[src/rtl/bp_fe_pkg.sv]
// Front-end next-PC generator shared types.
// State codes, next-PC source codes and the RAS run code.
package bp_fe_pkg;

    typedef enum logic [1:0] {
        e_npc_reset = 2'b00,
        e_npc_run   = 2'b01,
        e_npc_stall = 2'b10,
        e_npc_redir = 2'b11
    } bp_fe_npc_state_e;

    typedef enum logic [1:0] {
        e_src_redirect = 2'b00,
        e_src_ras      = 2'b01,
        e_src_btb      = 2'b10,
        e_src_seq      = 2'b11
    } bp_fe_npc_src_e;

    localparam logic [1:0] ras_run_code_lp  = 2'b01;
    localparam logic [1:0] ras_idle_code_lp = 2'b00;

endpackage

[src/rtl/bp_fe_npc_mux.sv]
// Next-PC priority select: redirect > RAS > BTB > PC+4.
// The PC+4 adder wraps silently at the top of the address space.
module bp_fe_npc_mux
    import bp_fe_pkg::*;
#(
    parameter int vaddr_width_p = 39
) (
    input  logic                     redirect_v_i,
    input  logic [vaddr_width_p-1:0] redirect_pc_i,
    input  logic                     ras_v_i,
    input  logic [vaddr_width_p-1:0] ras_tgt_i,
    input  logic                     btb_v_i,
    input  logic [vaddr_width_p-1:0] btb_tgt_i,
    input  logic [vaddr_width_p-1:0] pc_i,
    output logic [vaddr_width_p-1:0] npc_o,
    output bp_fe_npc_src_e           src_o
);

    logic [vaddr_width_p-1:0] pc_plus4;

    assign pc_plus4 = pc_i + vaddr_width_p'(4);

    // Highest-priority valid source wins
    always_comb begin
        npc_o = pc_plus4;
        src_o = e_src_seq;
        if (redirect_v_i) begin
            npc_o = redirect_pc_i;
            src_o = e_src_redirect;
        end else if (ras_v_i) begin
            npc_o = ras_tgt_i;
            src_o = e_src_ras;
        end else if (btb_v_i) begin
            npc_o = btb_tgt_i;
            src_o = e_src_btb;
        end
    end

endmodule

[src/rtl/bp_fe_npc_gen.sv]
// Front-end next-PC generator with two-stage fetch (IF1 issue, IF2 return).
// Presents the IF2 PC/instruction to the RAS and consumes its return target.
module bp_fe_npc_gen
    import bp_fe_pkg::*;
#(
    parameter int vaddr_width_p = 39,
    parameter int instr_width_p = 32,
    parameter logic [vaddr_width_p-1:0] boot_pc_p = vaddr_width_p'(32'h8000_0000)
) (
    input  logic                     clk_i,
    input  logic                     reset_n_i,
    input  logic                     redirect_v_i,
    input  logic [vaddr_width_p-1:0] redirect_pc_i,
    output logic                     fetch_v_o,
    output logic [vaddr_width_p-1:0] fetch_pc_o,
    input  logic                     fetch_ready_i,
    input  logic                     icache_v_i,
    input  logic [instr_width_p-1:0] icache_data_i,
    input  logic                     btb_tgt_v_i,
    input  logic [vaddr_width_p-1:0] btb_tgt_i,
    output logic [1:0]               ras_state_o,
    output logic [vaddr_width_p-1:0] ras_pc_o,
    output logic [instr_width_p-1:0] ras_instr_o,
    input  logic                     ras_tgt_v_i,
    input  logic [vaddr_width_p-1:0] ras_tgt_i,
    output logic [1:0]               fsm_state_o
);

    bp_fe_npc_state_e         state_q;
    logic [vaddr_width_p-1:0] pc_if1_q;
    logic [vaddr_width_p-1:0] pc_if2_q;
    logic                     if2_v_q;

    logic                     active;
    logic                     redirect_take;
    logic                     ras_take;
    logic [vaddr_width_p-1:0] npc;
    bp_fe_npc_src_e           npc_src;

    assign active        = (state_q == e_npc_run) | (state_q == e_npc_stall);
    assign redirect_take = redirect_v_i & (state_q != e_npc_reset);

    // IF2 instruction is reported valid only when a redirect is not squashing it
    always_comb begin
        ras_state_o = ras_idle_code_lp;
        if (active & if2_v_q & icache_v_i & ~redirect_v_i)
            ras_state_o = ras_run_code_lp;
    end

    assign ras_take    = ras_tgt_v_i & (ras_state_o == ras_run_code_lp);
    assign fetch_v_o   = active;
    assign fetch_pc_o  = pc_if1_q;
    assign ras_pc_o    = pc_if2_q;
    assign ras_instr_o = icache_data_i;
    assign fsm_state_o = state_q;

    bp_fe_npc_mux #(
        .vaddr_width_p(vaddr_width_p)
    ) mux (
        .redirect_v_i (redirect_take),
        .redirect_pc_i(redirect_pc_i),
        .ras_v_i      (ras_take),
        .ras_tgt_i    (ras_tgt_i),
        .btb_v_i      (btb_tgt_v_i & fetch_ready_i),
        .btb_tgt_i    (btb_tgt_i),
        .pc_i         (pc_if1_q),
        .npc_o        (npc),
        .src_o        (npc_src)
    );

    // Fetch FSM and IF1/IF2 pipeline registers
    always_ff @(posedge clk_i) begin
        if (!reset_n_i) begin
            state_q  <= e_npc_reset;
            pc_if1_q <= boot_pc_p;
            pc_if2_q <= '0;
            if2_v_q  <= 1'b0;
        end else if (state_q == e_npc_reset) begin
            state_q <= e_npc_run;
            if2_v_q <= 1'b0;
        end else if (npc_src == e_src_redirect) begin
            state_q  <= e_npc_redir;
            pc_if1_q <= npc;
            if2_v_q  <= 1'b0;
        end else if (npc_src == e_src_ras) begin
            state_q  <= e_npc_run;
            pc_if1_q <= npc;
            if2_v_q  <= 1'b0;
        end else if (state_q == e_npc_redir) begin
            state_q <= e_npc_run;
            if2_v_q <= 1'b0;
        end else if (fetch_ready_i) begin
            state_q  <= e_npc_run;
            pc_if2_q <= pc_if1_q;
            pc_if1_q <= npc;
            if2_v_q  <= 1'b1;
        end else begin
            state_q <= e_npc_stall;
            if2_v_q <= 1'b0;
        end
    end

endmodule

[config.mk]
export PLATFORM = sky130hd
export DESIGN_NAME = bp_fe_npc_gen
export DESIGN_NICKNAME = d
export VERILOG_FILES = /design/src/rtl/bp_fe_pkg.sv /design/src/rtl/bp_fe_npc_mux.sv /design/src/rtl/bp_fe_npc_gen.sv
export SDC_FILE = /design/constraint.sdc
export NUM_CORES = 1
export LEC_CHECK = 0
export ABC_AREA = 1
export BUFFER_PORTS_ARGS = -buffer_cell sky130_fd_sc_hd__buf_4
export CAP_MARGIN = 20
export CORE_MARGIN = 2
export CORE_UTILIZATION = 38
export CTS_BUF_LIST = sky130_fd_sc_hd__clkbuf_16
export DETAILED_ROUTE_END_ITERATION = 16
export GPL_TIMING_DRIVEN = 0
export PLACE_DENSITY = 0.65
export SYNTH_ARGS = -nofsm -noshare
export SYNTH_HDL_FRONTEND = slang
export SYNTH_SLANG_ARGS = --single-unit
[constraint.sdc]
create_clock -name clk_i -period 3.95 [get_ports clk_i]
set_clock_uncertainty 0.05 [all_clocks]
set_input_delay 0.79 -clock clk_i [delete_from_list [all_inputs] [get_ports clk_i]]
set_output_delay 0.79 -clock clk_i [all_outputs]
set_load 0.05 [all_outputs]
==> impl_metrics.csv <==
group,metric,value,unit
logic_synthesis,synth_top_area_share,29.1,%
drt,vias,6676,
logic_synthesis,synthArstFlopShare,0,%
drt,firstDrtPassIters,5,
worst_hold_path,hp-class,"reg -> reg",
clock_network,htreeDepth,3,
placement,finalWeightedCongestion,0.946,
logic_synthesis,yosys_warnings,0,
placement,port_buffers,237,
clock_network,clkTransAtPathRegs,0.06,ns
timing,rsz0062_at_grt,"false",
power,powerDensity,363,mW/mm2
drt,drt-initial-drc-count,549,
critical_path,arrival,2.75,ns
logic_synthesis,synth_cells,910,
die,start_util,38.6,%
outcome,status,"finished clean",
timing,worst_pin_slew,0.732,ns
finish,drive_gt1_share,29.4,%
timing,tns,0,ns
flow_run,drv_cap,0,
logic_synthesis,synth_area_leaders,"dfxtp_1 (29%), nand2_1 (18%), nor2_1 (7.9%)",
clock_network,clk_path_buf_depth,2,
grt,grt_start_max_net_pins,14,
die,ios,271,
critical_path,required,4.17,ns
clock_network,insertion_delay,0.35,ns
clock_network,cts_buffers,9,
die,dieArea,0.0156,mm2
die,rows,44,
finish,area_growth,41.7,%
logic_synthesis,ys_seq_area_share,29.1,%
logic_synthesis,syn-cell-area,0.00557,mm2
die,core,0.0144,mm2
grt,grt_pass1_vias,6090,
grt,grt_pass1_wl,33000,um
clock_network,ctsHoldBuffers,0,
logic_synthesis,ys_seq_elements,81,
finish,nFillCells,1533,
timing,slew_violations,0,
logic_synthesis,syn_avg_cell_area,6.12,um2
logic_synthesis,synthDistinctLibCells,37,
drt,wirelength,21700,um
clock_network,cts_tree,"built",
clock_network,cts_root_buf,"clkbuf_16",
power,ir_drop,0.203,mV
placement,hpwl,17200,um
drt,vias_per_cell,4.96,
logic_synthesis,synth_ff_type,"dfxtp_1",
drt,wl_per_cell,16.1,um
timing,setup_viol,0,
logic_synthesis,synth_area_leader_cell,"dfxtp_1",
power,leakagePower,3.58,nW
logic_synthesis,synth_fp_nets,1069,
grt,gr-usage-all-layers,26.7,%
die,die_x,125,um
grt,antenna_found_initial,0,
finish,fin_nets,1317,
critical_path,crit_type,"reg -> reg",
timing,final-hold-violation-count,0,
drt,remaining_drc_errors,0,
logic_synthesis,synth_enable_flop_cells,0,
grt,overflow,0,
critical_path,crit_fanout,10,
timing,finalCritPeriodShare,64.0,%
timing,clock.fmax,395,MHz
clock_network,cts_setup_buffers,0,
critical_path,cp-end-kind,"register",
drt,antenna_left,0,
timing,max_slew_margin,51.2,%
clock_network,clock-sinks,81,
timing,holdWs,0.394,ns
clock_network,cts_resized,0,
timing,min_period,2.53,ns
die,die_h,125,um
critical_path,worstSetupStartpointType,"register",
finish,antenna_cells,0,
-- critical path, cell delays in order (launching register included) --
cell and delay (ns):
dfxtp_1 0.37, inv_1 0.06, ha_1 0.31, nand3_1 0.09, nor2_1 0.23, nand2_2 0.24, nand2_4 0.18, inv_4 0.07
nand4_2 0.15, clkbuf_1 0.32, o21ai_0 0.21, a21oi_1 0.17
-- kinds of logic after synthesis --
group,Yosys count,synth area share [%]
simple gates,453,34.1
compound gates,201,20.4
buf+inv,157,13.5
flops,81,29.1
xor+xnor,14,2.20
fa+ha+maj,3,0.674
other cells,1,0.0674
-- Yosys cell counts (4+ instances only) --
| cell | count |
|---|---|
| o211ai_1 | 9 |
| xnor2_1 | 6 |
| nand3b_1 | 14 |
| o21bai_1 | 17 |
| a21oi_2 | 12 |
| nand2_2 | 4 |
| inv_1 | 75 |
| clkbuf_1 | 24 |
| a21oi_1 | 70 |
| o21ai_0 | 77 |
| buf_4 | 33 |
| nor2_2 | 17 |
| xor2_1 | 8 |
| o21ai_1 | 11 |
| buf_2 | 11 |
| nand3_1 | 17 |
| buf_1 | 4 |
| nand2_1 | 270 |
| dfxtp_1 | 81 |
| nor2_1 | 117 |
| nor2_4 | 5 |
-- flip-flops by register name, summed over array words and instances, names as in the netlist --
register	count
ras_pc_o	39
if2_v_q	1
fetch_pc_o	39
fsm_state_o	2
-- placed cells by master (no fill, tap or decap), types with 2 or more instances in the layout --
cell / Yosys / routed
a21oi_1: 70 / 70
a21oi_2: 12 / 12
a22o_1: 2 / 2
buf_1: 4 / 4
buf_2: 11 / 11
buf_4: 33 / 270
buf_6: 3 / 3
bufinv_16: 0 / 2
clkbuf_1: 24 / 24
clkbuf_16: 0 / 9
clkinv_1: 3 / 4
dfxtp_1: 81 / 81
ha_1: 3 / 3
inv_1: 75 / 77
inv_2: 3 / 3
nand2_1: 270 / 270
nand2_2: 4 / 4
nand3_1: 17 / 17
nand3b_1: 14 / 14
nand4_1: 3 / 3
nor2_1: 117 / 117
nor2_2: 17 / 17
nor2_4: 5 / 5
nor3_1: 2 / 2
o211ai_1: 9 / 9
o21ai_0: 77 / 77
o21ai_1: 11 / 11
o21bai_1: 17 / 17
xnor2_1: 6 / 6
xor2_1: 8 / 8
-- power by group --
part | total (mW) | internal [mW] | switching [mW]
logic | 0.977 | 0.349 | 0.628
registers | 0.984 | 0.889 | 0.0952
clock network | 0.902 | 0.548 | 0.354
total | 2.86 | 1.79 | 1.08
-- metrics by stage --
| step | setup WS, ns | area [um2] | cells | utilization (%) | total power, mW |
|---|---|---|---|---|---|
| 3_5_place_dp | 1.35 | 7580 | 1331 | 52.5 | 1.97 |
| 2_1_floorplan | 0.611 | 5570 | 910 | - | 1.61 |
| 3_3_place_gp | 1.35 | 7580 | 1331 | 52.5 | 1.97 |
| 6_report | 1.42 | 7890 | 1347 | 54.7 | 2.86 |
| 5_1_grt | 1.29 | 7890 | 1347 | 54.7 | 3.00 |
| 4_1_cts | 1.45 | 7890 | 1347 | 54.7 | 2.87 |
-- final timing paths --
check	from	to	slack, ns	cells after the start
hold / removal	ras_pc_o[19]$_SDFFE_PN0P_	ras_pc_o[19]$_SDFFE_PN0P_	0.39	2
setup / recovery	fsm_state_o[1]$_SDFF_PP0_	ras_pc_o[13]$_SDFFE_PN0P_	1.42	11
hold reg to reg	ras_pc_o[19]$_SDFFE_PN0P_	ras_pc_o[19]$_SDFFE_PN0P_	0.39	2
setup reg to reg	fsm_state_o[1]$_SDFF_PP0_	ras_pc_o[13]$_SDFFE_PN0P_	1.42	11
-- layer usage --
metal | global-route usage [%] | routed length [um] | up-vias
met5 | 0 | 0 | -
met3 | 5.43 | 1410 | 32
met1 | 37.2 | 9960 | 3007
met4 | 7.84 | 475 | 0
li1 | - | - | 3363
met2 | 42.0 | 9840 | 274
-- area by class of cell --
type                       instances  area (um2)  share of cell area [%]
buffer                            75         442                    5.60
clock buffer                       9         225                    2.85
clock inverter                     7        87.6                    1.11
inverter                          82         310                    3.93
multi-input combinational        672        3190                    40.5
sequential                        81        1620                    20.6
tap                              184         230                    2.92
timing repair buffer             237        1780                    22.6
(Power assumes the default switching activity.)
